`config.mk`:
```
export PLATFORM = sky130hd
export DESIGN_NAME = data_stack
export DESIGN_NICKNAME = d
export VERILOG_FILES = /design/src/rtl/data_stack.sv
export SDC_FILE = /design/constraint.sdc
export NUM_CORES = 1
export LEC_CHECK = 0
export ABC_AREA = 1
export CAP_MARGIN = 20
export CORE_MARGIN = 8
export CORE_UTILIZATION = 60
export CTS_BUF_LIST = sky130_fd_sc_hd__clkbuf_16
export DETAILED_ROUTE_END_ITERATION = 7
export HOLD_SLACK_MARGIN = 0.03
export PLACE_DENSITY = 0.88
export SYNTH_ARGS = -nofsm -noshare
export SYNTH_HDL_FRONTEND = slang
export SYNTH_SLANG_ARGS = --single-unit
```
`constraint.sdc`:
```
create_clock -name clk -period 4 [get_ports clk]
set_clock_uncertainty 0.05 [all_clocks]
set_input_delay 0.8 -clock clk [delete_from_list [all_inputs] [get_ports clk]]
set_output_delay 0.8 -clock clk [all_outputs]
set_load 0.01 [all_outputs]
```
`src/rtl/data_stack.sv`:
```
// -----------------------------------------------------------------------------
// data_stack
//   LIFO data stack acting as the responder end of a stack CPU's push/pop
//   interface. Pushes complete in one cycle; pops return the word over a
//   valid/ready response channel. Tracks depth and raises sticky
//   overflow/underflow flags. The stack keeps operating after either flag sets.
//
// Parameters
//   WIDTH   data word width
//   DEPTH   number of entries (power of 2, >= 2)
//   AW      pointer width, derived from DEPTH
//
// Ports
//   clk        rising-edge clock
//   rst_n      asynchronous active-low reset
//   req_valid  request present
//   req_ready  stack can accept a request (only in IDLE)
//   req_push   1 = push req_data, 0 = pop
//   req_data   push operand
//   rsp_valid  popped word valid
//   rsp_ready  core accepts popped word
//   rsp_data   popped word (0 on an underflowing pop)
//   depth      current entry count, 0..DEPTH
//   overflow   sticky: push attempted while full
//   underflow  sticky: pop attempted while empty
//   tos / nos  top / next-on-stack peek (only with DSTACK_PEEK_EN defined)
//
// Configuration macro
//   DSTACK_PEEK_EN  adds the combinational tos/nos peek ports.
// -----------------------------------------------------------------------------
module data_stack #(
    parameter  int WIDTH = 16,
    parameter  int DEPTH = 16,
    localparam int AW    = $clog2(DEPTH)
) (
    input  logic             clk,
    input  logic             rst_n,
    input  logic             req_valid,
    output logic             req_ready,
    input  logic             req_push,
    input  logic [WIDTH-1:0] req_data,
    output logic             rsp_valid,
    input  logic             rsp_ready,
    output logic [WIDTH-1:0] rsp_data,
    output logic [AW:0]      depth,
    output logic             overflow,
    output logic             underflow
`ifdef DSTACK_PEEK_EN
    ,
    output logic [WIDTH-1:0] tos,
    output logic [WIDTH-1:0] nos
`endif
);

    typedef enum logic {
        IDLE,
        RESP
    } state_e;

    localparam logic [AW:0] DEPTH_W = (AW+1)'(DEPTH);

    state_e             state_q, state_d;
    logic [AW:0]        depth_q, depth_d;
    logic [WIDTH-1:0]   rsp_data_q, rsp_data_d;
    logic               ovf_q, ovf_d;
    logic               unf_q, unf_d;

    // Storage is deliberately not reset; depth alone defines what is valid.
    logic [WIDTH-1:0]   mem_q [DEPTH];
    logic               mem_we;

    logic               full;
    logic               empty;
    logic               push_acc;
    logic               pop_acc;
    logic [AW-1:0]      wr_idx;
    logic [AW-1:0]      top_idx;

    assign full     = (depth_q == DEPTH_W);
    assign empty    = (depth_q == '0);
    assign push_acc = req_valid && req_ready && req_push;
    assign pop_acc  = req_valid && req_ready && !req_push;

    // Low AW bits of depth wrap DEPTH to 0, so subtracting 1 in AW bits still
    // yields DEPTH-1 when the stack is full.
    assign wr_idx  = depth_q[AW-1:0];
    assign top_idx = depth_q[AW-1:0] - AW'(1);

    always_comb begin
        state_d    = state_q;
        depth_d    = depth_q;
        rsp_data_d = rsp_data_q;
        ovf_d      = ovf_q;
        unf_d      = unf_q;
        mem_we     = 1'b0;
        req_ready  = (state_q == IDLE);
        rsp_valid  = (state_q == RESP);

        case (state_q)
            IDLE: begin
                if (push_acc) begin
                    if (full) begin
                        ovf_d = 1'b1;
                    end else begin
                        mem_we  = 1'b1;
                        depth_d = depth_q + (AW+1)'(1);
                    end
                end else if (pop_acc) begin
                    state_d = RESP;
                    if (empty) begin
                        rsp_data_d = '0;
                        unf_d      = 1'b1;
                    end else begin
                        rsp_data_d = mem_q[top_idx];
                        depth_d    = depth_q - (AW+1)'(1);
                    end
                end
            end
            RESP: begin
                if (rsp_ready) begin
                    state_d = IDLE;
                end
            end
            default: state_d = IDLE;
        endcase
    end

    always_ff @(posedge clk or negedge rst_n) begin
        if (!rst_n) begin
            state_q    <= IDLE;
            depth_q    <= '0;
            rsp_data_q <= '0;
            ovf_q      <= 1'b0;
            unf_q      <= 1'b0;
        end else begin
            state_q    <= state_d;
            depth_q    <= depth_d;
            rsp_data_q <= rsp_data_d;
            ovf_q      <= ovf_d;
            unf_q      <= unf_d;
        end
    end

    always_ff @(posedge clk) begin
        if (mem_we) begin
            mem_q[wr_idx] <= req_data;
        end
    end

    assign rsp_data  = rsp_data_q;
    assign depth     = depth_q;
    assign overflow  = ovf_q;
    assign underflow = unf_q;

`ifdef DSTACK_PEEK_EN
    logic [AW-1:0] nos_idx;
    assign nos_idx = depth_q[AW-1:0] - AW'(2);
    assign tos = (depth_q >= (AW+1)'(1)) ? mem_q[top_idx] : '0;
    assign nos = (depth_q >= (AW+1)'(2)) ? mem_q[nos_idx] : '0;
`endif

endmodule

```
# Word-level counts from Yosys, hierarchy flattened

Memories as Yosys holds them, arrays and structs flattened.
Index checks and enable logic that the tools add are counted.

Output and inout port bits: 25
Memories kept: 1
Word-level logic and storage cells: 38
Input bits: 21
Memory bits (writable): 256
Register bits: 24

Memories:

| name  | words | bits a word | rd ports | clocked after memory_dff | wr ports | line | source |
|---|---|---|---|---|---|---|---|
| mem_q | 16    | 16          | 1        | 0                        | 1        | 69   | `logic [WIDTH-1:0] mem_q [DEPTH];` |

Multiplexer cells: 14
Equality and inequality tests: 3
Reductions and logical operators: 10
Add/subtract/negate cells: 3
Bitwise operators: 2

Operators with widths:

| cell                                                                     | number |
|---|---|
| 5-bit two-way mux                                                        | 4 |
| 16-bit two-way mux                                                       | 1 |
| 1-bit two-way mux                                                        | 8 |
| 4-bit AND reduction                                                      | 2 |
| 3-bit AND reduction                                                      | 2 |
| 5-bit by 1-bit adder with 5-bit output (second input constant)           | 1 |
| 5-bit equality test (second input constant)                              | 1 |
| 5-bit zero test                                                          | 1 |
| 5-bit by 1-bit subtractor with 5-bit output (second input constant)      | 1 |
| 4-bit by 1-bit subtractor with 4-bit output (second input constant)      | 1 |
| 1-bit logical AND                                                        | 3 |
| 2-bit by 1-bit inequality test with 1-bit output (second input constant) | 1 |
| 2-bit inequality test (second input constant)                            | 1 |
| 1-bit inverter                                                           | 2 |
| 1-bit one-hot mux with 2 select lines                                    | 1 |
| 2-bit nonzero test                                                       | 1 |
| 1-bit zero test                                                          | 1 |

# Depth between registers and ports, before layout

Gate-level depths: netlist of the first run.

Word-level depth: 7
Mapped depth: 13

# Least setup slack after synthesis of the first run

OpenSTA, ideal clock, no wires.

Path type: register -> register
Start: reg depth_q[0] (netlist: depth[0])
End: mem mem_q[4][0], enable pin
Setup slack: 0.975 ns
Cell stages (with the launch flop): 9
Setup time: 0.409 ns
Arrival: 2.566 ns
Required time: 3.541 ns
Path buffers: 3
Clock period less this slack: 3.025 ns
Path through: dfrtp_1 > buf_2 > inv_2 > buf_6 > buf_2 > ha_1 > nand3_1 > nand2_1 > nor3_1

Cells in the longest elaborated chain, start to end: 6

RTL lines:

| item                                    | line | source |
|---|---|---|
| from (decl)                             | 63   | `logic [AW:0] depth_q, depth_d;` |
| from (signal assigned)                  | 137  | `depth_q <= depth_d;` |
| 5-bit equality test                     | 79   | `assign full = (depth_q == DEPTH_W);` |
| 1-bit two-way mux                       | 102  | `if (full) begin` |
| 1-bit two-way mux                       | 101  | `if (push_acc) begin` |
| 1-bit two-way mux                       | 99   | `case (state_q)` |
| 1-bit two-way mux                       | 145  | `if (mem_we) begin` |
| 1-bit two-way mux (implied by the code) | 146  | `mem_q[wr_idx] <= req_data;` |
| to (decl)                               | 69   |  |

Parallel ways exist; a longest one is shown, timed or not.

# Worst setup path after layout of the first run

Start: reg depth_q[0] (netlist: depth[0])
End: out depth[0]

RTL lines:

| item      | line | source |
|---|---|---|
| to (decl) | 45   | `output logic [AW:0] depth,` |

No word-level cell between the ends.

==> results.sh, run 1 <==
export IMPL_regToRegStartpoint="depth[0]"
export IMPL_run_status="finished, violations left"
export IMPL_criticalPathCategory="flop to output pin"
export IMPL_rrSetupSlack_ns=1.14
export IMPL_syn_avg_cell_area_um2=11.87
export IMPL_globalplace_congestion=0.8916
export IMPL_setup_tns_ns=0
export IMPL_grt_max_degree=78
export IMPL_synth_seq_cells=280
export IMPL_clock_sinks=280
export IMPL_setup_slack_ns=0.9660
export IMPL_hp_class="input port to async pin"
export IMPL_endpoint_kind="output pin"
export IMPL_final_hold_violation_count=0
export IMPL_diodes=0
export IMPL_syn_area_mm2=0.01139
export IMPL_drtIter0Drc=1195
export IMPL_finalCritPeriodShare_pct=75.85
export IMPL_yosysSeqAreaShare_pct=72.74
export IMPL_cts_max_path_buffers=3
export IMPL_ios=46
export IMPL_yosysWarnings=0
export IMPL_slew_violations=0
export IMPL_hpwl_um=17040
export IMPL_grt_overflow=0
export IMPL_regToRegEndpoint="rsp_data[15]"
export IMPL_dpl_worst_slack_ns=0.8242
export IMPL_p_switching_mw=4.144
export IMPL_yosysTopAreaCell="edfxtp_1"
export IMPL_insertion_delay_ns=0.55
export IMPL_rsz0062_at_grt="no"
export IMPL_cts_resized=0
export IMPL_arrival_ns=2.18
export IMPL_grt_pass1_wl_um=42370
export IMPL_switching_share_pct=40.51
export IMPL_final_min_clock_period_ns=3.034
export IMPL_post_drt_wl_per_cell_um=22.27
export IMPL_synth_cells=960
export IMPL_p_total_mw=10.23
export IMPL_vias=7776
export IMPL_final_layout_size_suffix_gt1_share_pct=8.869
export IMPL_cts_tree="yes"
export IMPL_startpoint_type="flop"
export IMPL_core_mm2=0.01864
export IMPL_cp_max_fo=58
export IMPL_reg2reg_depth=9
export IMPL_fin_area_mm2=0.01297
export IMPL_drc_errors=2
export IMPL_setup_violations=0
export IMPL_numPortBuffers=45
export IMPL_via_per_inst=6.171
export IMPL_maxCapViolCount=0
export IMPL_routed_wl_um=28060
export IMPL_cellLeakagePower_nw=4.838
export IMPL_synth_nets=990
export IMPL_numCtsBuffers=28
export IMPL_synth_top_area_share_pct=67.47
export IMPL_firstDrtPassIters=8
export IMPL_cts_hold_buffers_added=0
export IMPL_fmax_ghz=0.3296
export IMPL_post_route_util_pct=69.60
export IMPL_clk_pin_slew_ns=0.06
export IMPL_grt_usage_pct=23.42
export IMPL_initial_core_util_pct=61.11
export IMPL_rows=50
export IMPL_p_per_area_mw_per_mm2=788.4
export IMPL_synthTopCellsByArea="edfxtp_1 (67%), nand3_1 (11%), nand2_1 (10%), dfrtp_1 (5.3%), buf_2 (1.1%)"
export IMPL_area_growth_pct=13.88
export IMPL_tightest_slew_ns=1.170
export IMPL_nets=1036
export IMPL_p_seq_share_pct=34.5
export IMPL_internal_power_mw=6.086
export IMPL_antenna_left=0
export IMPL_die_h_um=153.8
export IMPL_h_tree_depth=1
export IMPL_p_clk_share_pct=24.1
export IMPL_grt_pass1_vias=7549
export IMPL_placed_area_mm2=0.01208
export IMPL_required_ns=3.15
export IMPL_cts_post_setup_buffers_inserted=0
export IMPL_slew_headroom_pct=21.93
export IMPL_combPwrFrac_pct=41.4
export IMPL_peakVddDrop_mv=0.4937
export IMPL_synthDistinctLibCells=26
export IMPL_clockRootBuffer="clkbuf_16"
export IMPL_violations="design-rule violations"
export IMPL_antenna_found_initial=0
export IMPL_die_area_mm2=0.02365
export IMPL_die_w_um=153.8
==> registers in the layout, summed over array words and instances (netlist names) <==
register,count
depth,5
overflow,1
rsp_valid,1
mem_q,256
rsp_data,16
underflow,1
==> synth_stat cells, drive strengths merged <==
library cell	count
nand3	242
nor3	3
a21oi	2
dfrtp	24
xor2	5
inv	28
o21ai	4
nor2	15
edfxtp	256
fa	1
o21bai	3
xnor2	2
nand4	1
clkbuf	12
ha	8
nand2	313
buf	41
==> worst max-delay path, cell delays in order (launching register included) <==
cell and delay [ns]:
dfrtp_4 0.42, buf_4 0.54, clkdlybuf4s50_1 0.68
==> cells by family after synthesis <==
group	share of synthesized area, %
xor gates and xnor gates	0.6699
buffers and inverters	3.382
adders and majority gates	1.054
DFF	72.74
AOI/OAI and AO/OA	0.4611
and+or+nand+nor	21.69
==> cell type report <==
class                   instances  area (µm²)
multi-input cells             599        2770
clock inverters                21       137.6
well taps                     234       292.8
fillers                      1224        5668
clock buffers                  29       725.7
flip-flops and latches        280        8292
repair buffers                 69       650.6
inverters                      28       106.4
==> per-stage QoR <==
step / hold slack, ns / cells
floorplan: 0.4544 / 960
CTS: 0.4342 / 1259
detailed placement: 0.4172 / 1209
global placement: 0.4108 / 1209
global route: 0.4247 / 1260
finish: 0.4305 / 1260
==> worst max-delay path by stage <==
stage,start,to,slack (ns),cells past startpoint
floorplan,depth[0],mem_q[4][0],0.97,8
global placement,req_push,mem_q[2][2],0.83,7
detailed placement,req_push,mem_q[2][12],0.82,7
CTS,depth[0],depth[0],0.97,2
global route,depth[0],depth[0],0.90,2
finish,depth[0],depth[0],0.97,2
==> per-layer routing <==
layer,vias up,share of wire (%),wire length [µm],GRT usage [%]
li1,3450,-,-,-
met1,3666,36,10010,28.99
met2,550,47,13300,37.32
met3,110,11,3169,5.241
met4,0,5.6,1580,14.23
met5,-,0,0,0
==> power groups by stage <==
stage / Combinational [mW] / Clock (mW) / Sequential (mW)
floorplan: 2.65 / 0 / 3.60
detailed placement: 4.07 / 0 / 3.59
global placement: 3.92 / 0 / 3.57
CTS: 4.12 / 2.47 / 3.53
global route: 4.51 / 2.58 / 3.55
finish: 4.24 / 2.47 / 3.53
==> cell usage in the layout (no fill, tap or decap), types with 2 or more instances in the layout <==
master / synthesis / layout
edfxtp_1: 256 / 256
bufinv_16: 0 / 2
clkdlybuf4s50_1: 0 / 45
nor2_2: 1 / 14
buf_4: 11 / 23
ha_1: 8 / 7
o21bai_1: 3 / 3
nand2_2: 2 / 2
clkinv_1: 0 / 8
a21oi_1: 2 / 2
inv_1: 20 / 26
dfrtp_1: 24 / 23
xor2_1: 4 / 4
nand2_1: 311 / 311
o21ai_0: 3 / 3
nor3_2: 0 / 3
clkbuf_16: 0 / 29
nand3_1: 242 / 242
inv_2: 8 / 7
clkinv_2: 0 / 6
Note: power is estimated with default switching activity, not from simulation.
==> run 2, diff against run 1 <==
- CORE_UTILIZATION: 60 -> 54
- PLACE_DENSITY: 0.88 -> 0.84
- clock period: 4 -> 2.56 ns (I/O delays scaled with it)
==> results.sh, run 2 (same netlist as run 1, synthesis figures left out) <==
export IMPL_slew_violations=0
export IMPL_finalCritPeriodShare_pct=96.44
export IMPL_clock_sinks=280
export IMPL_drc_errors=0
export IMPL_cts_post_setup_buffers_inserted=0
export IMPL_area_growth_pct=18.57
export IMPL_final_cell_mix="nand2_1 (311), edfxtp_1 (256), nand3_1 (242), clkdlybuf4s50_1 (45), clkbuf_16 (32)"
export IMPL_setup_violations=0
export IMPL_h_tree_depth=1
export IMPL_regToRegEndpoint="rsp_data[11]"
export IMPL_antenna_found_initial=0
export IMPL_placed_area_mm2=0.01251
export IMPL_reg2reg_depth=8
export IMPL_grt_max_degree=132
export IMPL_rows=53
export IMPL_cts_hold_buffers_added=0
export IMPL_cts_max_path_buffers=3
export IMPL_ios=46
export IMPL_fin_area_mm2=0.01351
export IMPL_dp_cells=1271
export IMPL_rsz0062_at_grt="no"
export IMPL_diodes=0
export IMPL_endpoint_kind="output pin"
export IMPL_arrival_ns=1.91
export IMPL_numCtsBuffers=28
export IMPL_layout_commonest_cell="nand2_1"
export IMPL_multi_input_area_mm2=0.002781
export IMPL_drtIter0Drc=1190
export IMPL_final_min_clock_period_ns=2.469
export IMPL_final_hold_violation_count=0
export IMPL_post_drt_wl_per_cell_um=23.16
export IMPL_via_per_inst=6.061
export IMPL_startpoint_type="flop"
export IMPL_firstDrtPassIters=6
export IMPL_regToRegStartpoint="depth[0]"
export IMPL_die_area_mm2=0.02600
export IMPL_antenna_left=0
export IMPL_routed_wl_um=30660
export IMPL_clk_pin_slew_ns=0.07
export IMPL_cts_tree="yes"
export IMPL_fin_cells=1324
export IMPL_vias=8025
export IMPL_dpl_worst_slack_ns=0.1612
export IMPL_die_h_um=161.3
export IMPL_run_status="complete, no violations"
export IMPL_setup_slack_ns=0.09126
export IMPL_grt_pass1_wl_um=45710
export IMPL_cellLeakagePower_nw=5.041
export IMPL_grt_pass1_vias=7810
export IMPL_largest_register_ffs=256
export IMPL_peakVddDrop_mv=0.8561
export IMPL_maxCapViolCount=0
export IMPL_fmax_ghz=0.4051
export IMPL_grt_usage_pct=22.94
export IMPL_core_mm2=0.02089
export IMPL_p_per_area_mw_per_mm2=1240
export IMPL_insertion_delay_ns=0.54
export IMPL_hp_class="input port to async pin"
export IMPL_initial_core_util_pct=54.54
export IMPL_grt_overflow=0
export IMPL_tightest_slew_ns=0.7837
export IMPL_numPortBuffers=45
export IMPL_die_w_um=161.3
export IMPL_nets=1058
export IMPL_criticalPathCategory="flop to output pin"
export IMPL_cp_max_fo=67
export IMPL_clockRootBuffer="clkbuf_16"
export IMPL_rrSetupSlack_ns=0.12
export IMPL_area_sequential_mm2=0.008292
export IMPL_slew_headroom_pct=47.59
export IMPL_largest_register="mem_q"
export IMPL_globalplace_congestion=0.9336
export IMPL_required_ns=2.00
export IMPL_final_layout_size_suffix_gt1_share_pct=11.06
export IMPL_fill_cells=1469
export IMPL_hpwl_um=17430
export IMPL_post_route_util_pct=64.67
[run 2: cell count changes in the layout (fill, tap and decap cells not counted), sizes merged]
cell      previous run  this run
inv                 33        34
clkinvlp             0         2
clkbuf              29        32
bufbuf               0         1
buf                 24        44
clkinv              14        10
[run 2: worst max-delay path by stage]
stage | from | to | slack [ns] | cells past startpoint
2_1_floorplan | depth[0] | mem_q[4][0] | -0.47 | 8
3_3_place_gp | depth[0] | rsp_data[13] | 0.21 | 9
3_5_place_dp | depth[0] | rsp_data[13] | 0.16 | 9
4_1_cts | depth[0] | depth[0] | 0.06 | 2
5_1_grt | depth[0] | rsp_data[11] | 0.02 | 8
6_report | depth[0] | depth[0] | 0.09 | 2
[run 2: layout make-up]
type                       instances  area share, %
multi-input combinational        599          20.59
timing repair buffer              91          7.891
sequential                       280          61.38
inverter                          28         0.7873
clock buffer                      31          5.742
clock inverter                    20          1.065
tap                              275          2.547
[run 2: critical path, cell delays in order (launching register included)]
cell and delay (ns):
dfrtp_4 0.47, buf_16 0.29, clkdlybuf4s50_1 0.60
[run 2: metrics by stage]
step | hold WS, ns | TNS (ns) | power, mW
global route | 0.3426 | 0 | 17.40
finish | 0.3044 | 0 | 16.75
CTS | 0.3056 | 0 | 16.42
detailed placement | 0.4152 | 0 | 12.24
global placement | 0.4118 | 0 | 12.15
floorplan | 0.1664 | -22.34 | 9.781
[run 2: per-layer routing]
layer	GRT usage (%)	part of all wire [%]	routed length, µm	vias up
li1	-	-	-	3489
met1	31.16	36	11180	3776
met2	35.05	45	13950	660
met3	4.480	13	3992	100
met4	11.24	5.0	1540	0
met5	0	0	0	-
[run 2: what timing repair did]
item	CTS	global route
gates cloned	1	1
endpoints found under the setup margin	1	16
resized for setup	1	2
[run 2: power by group]
| part | internal, mW | leakage (nW) | switching [mW] | total, mW |
|---|---|---|---|---|
| clock network | 2.36 | 0.472 | 1.68 | 4.05 |
| registers | 5.31 | 2.60 | 0.197 | 5.51 |
| logic | 2.24 | 1.97 | 4.95 | 7.19 |
| total | 9.92 | 5.04 | 6.83 | 16.7 |
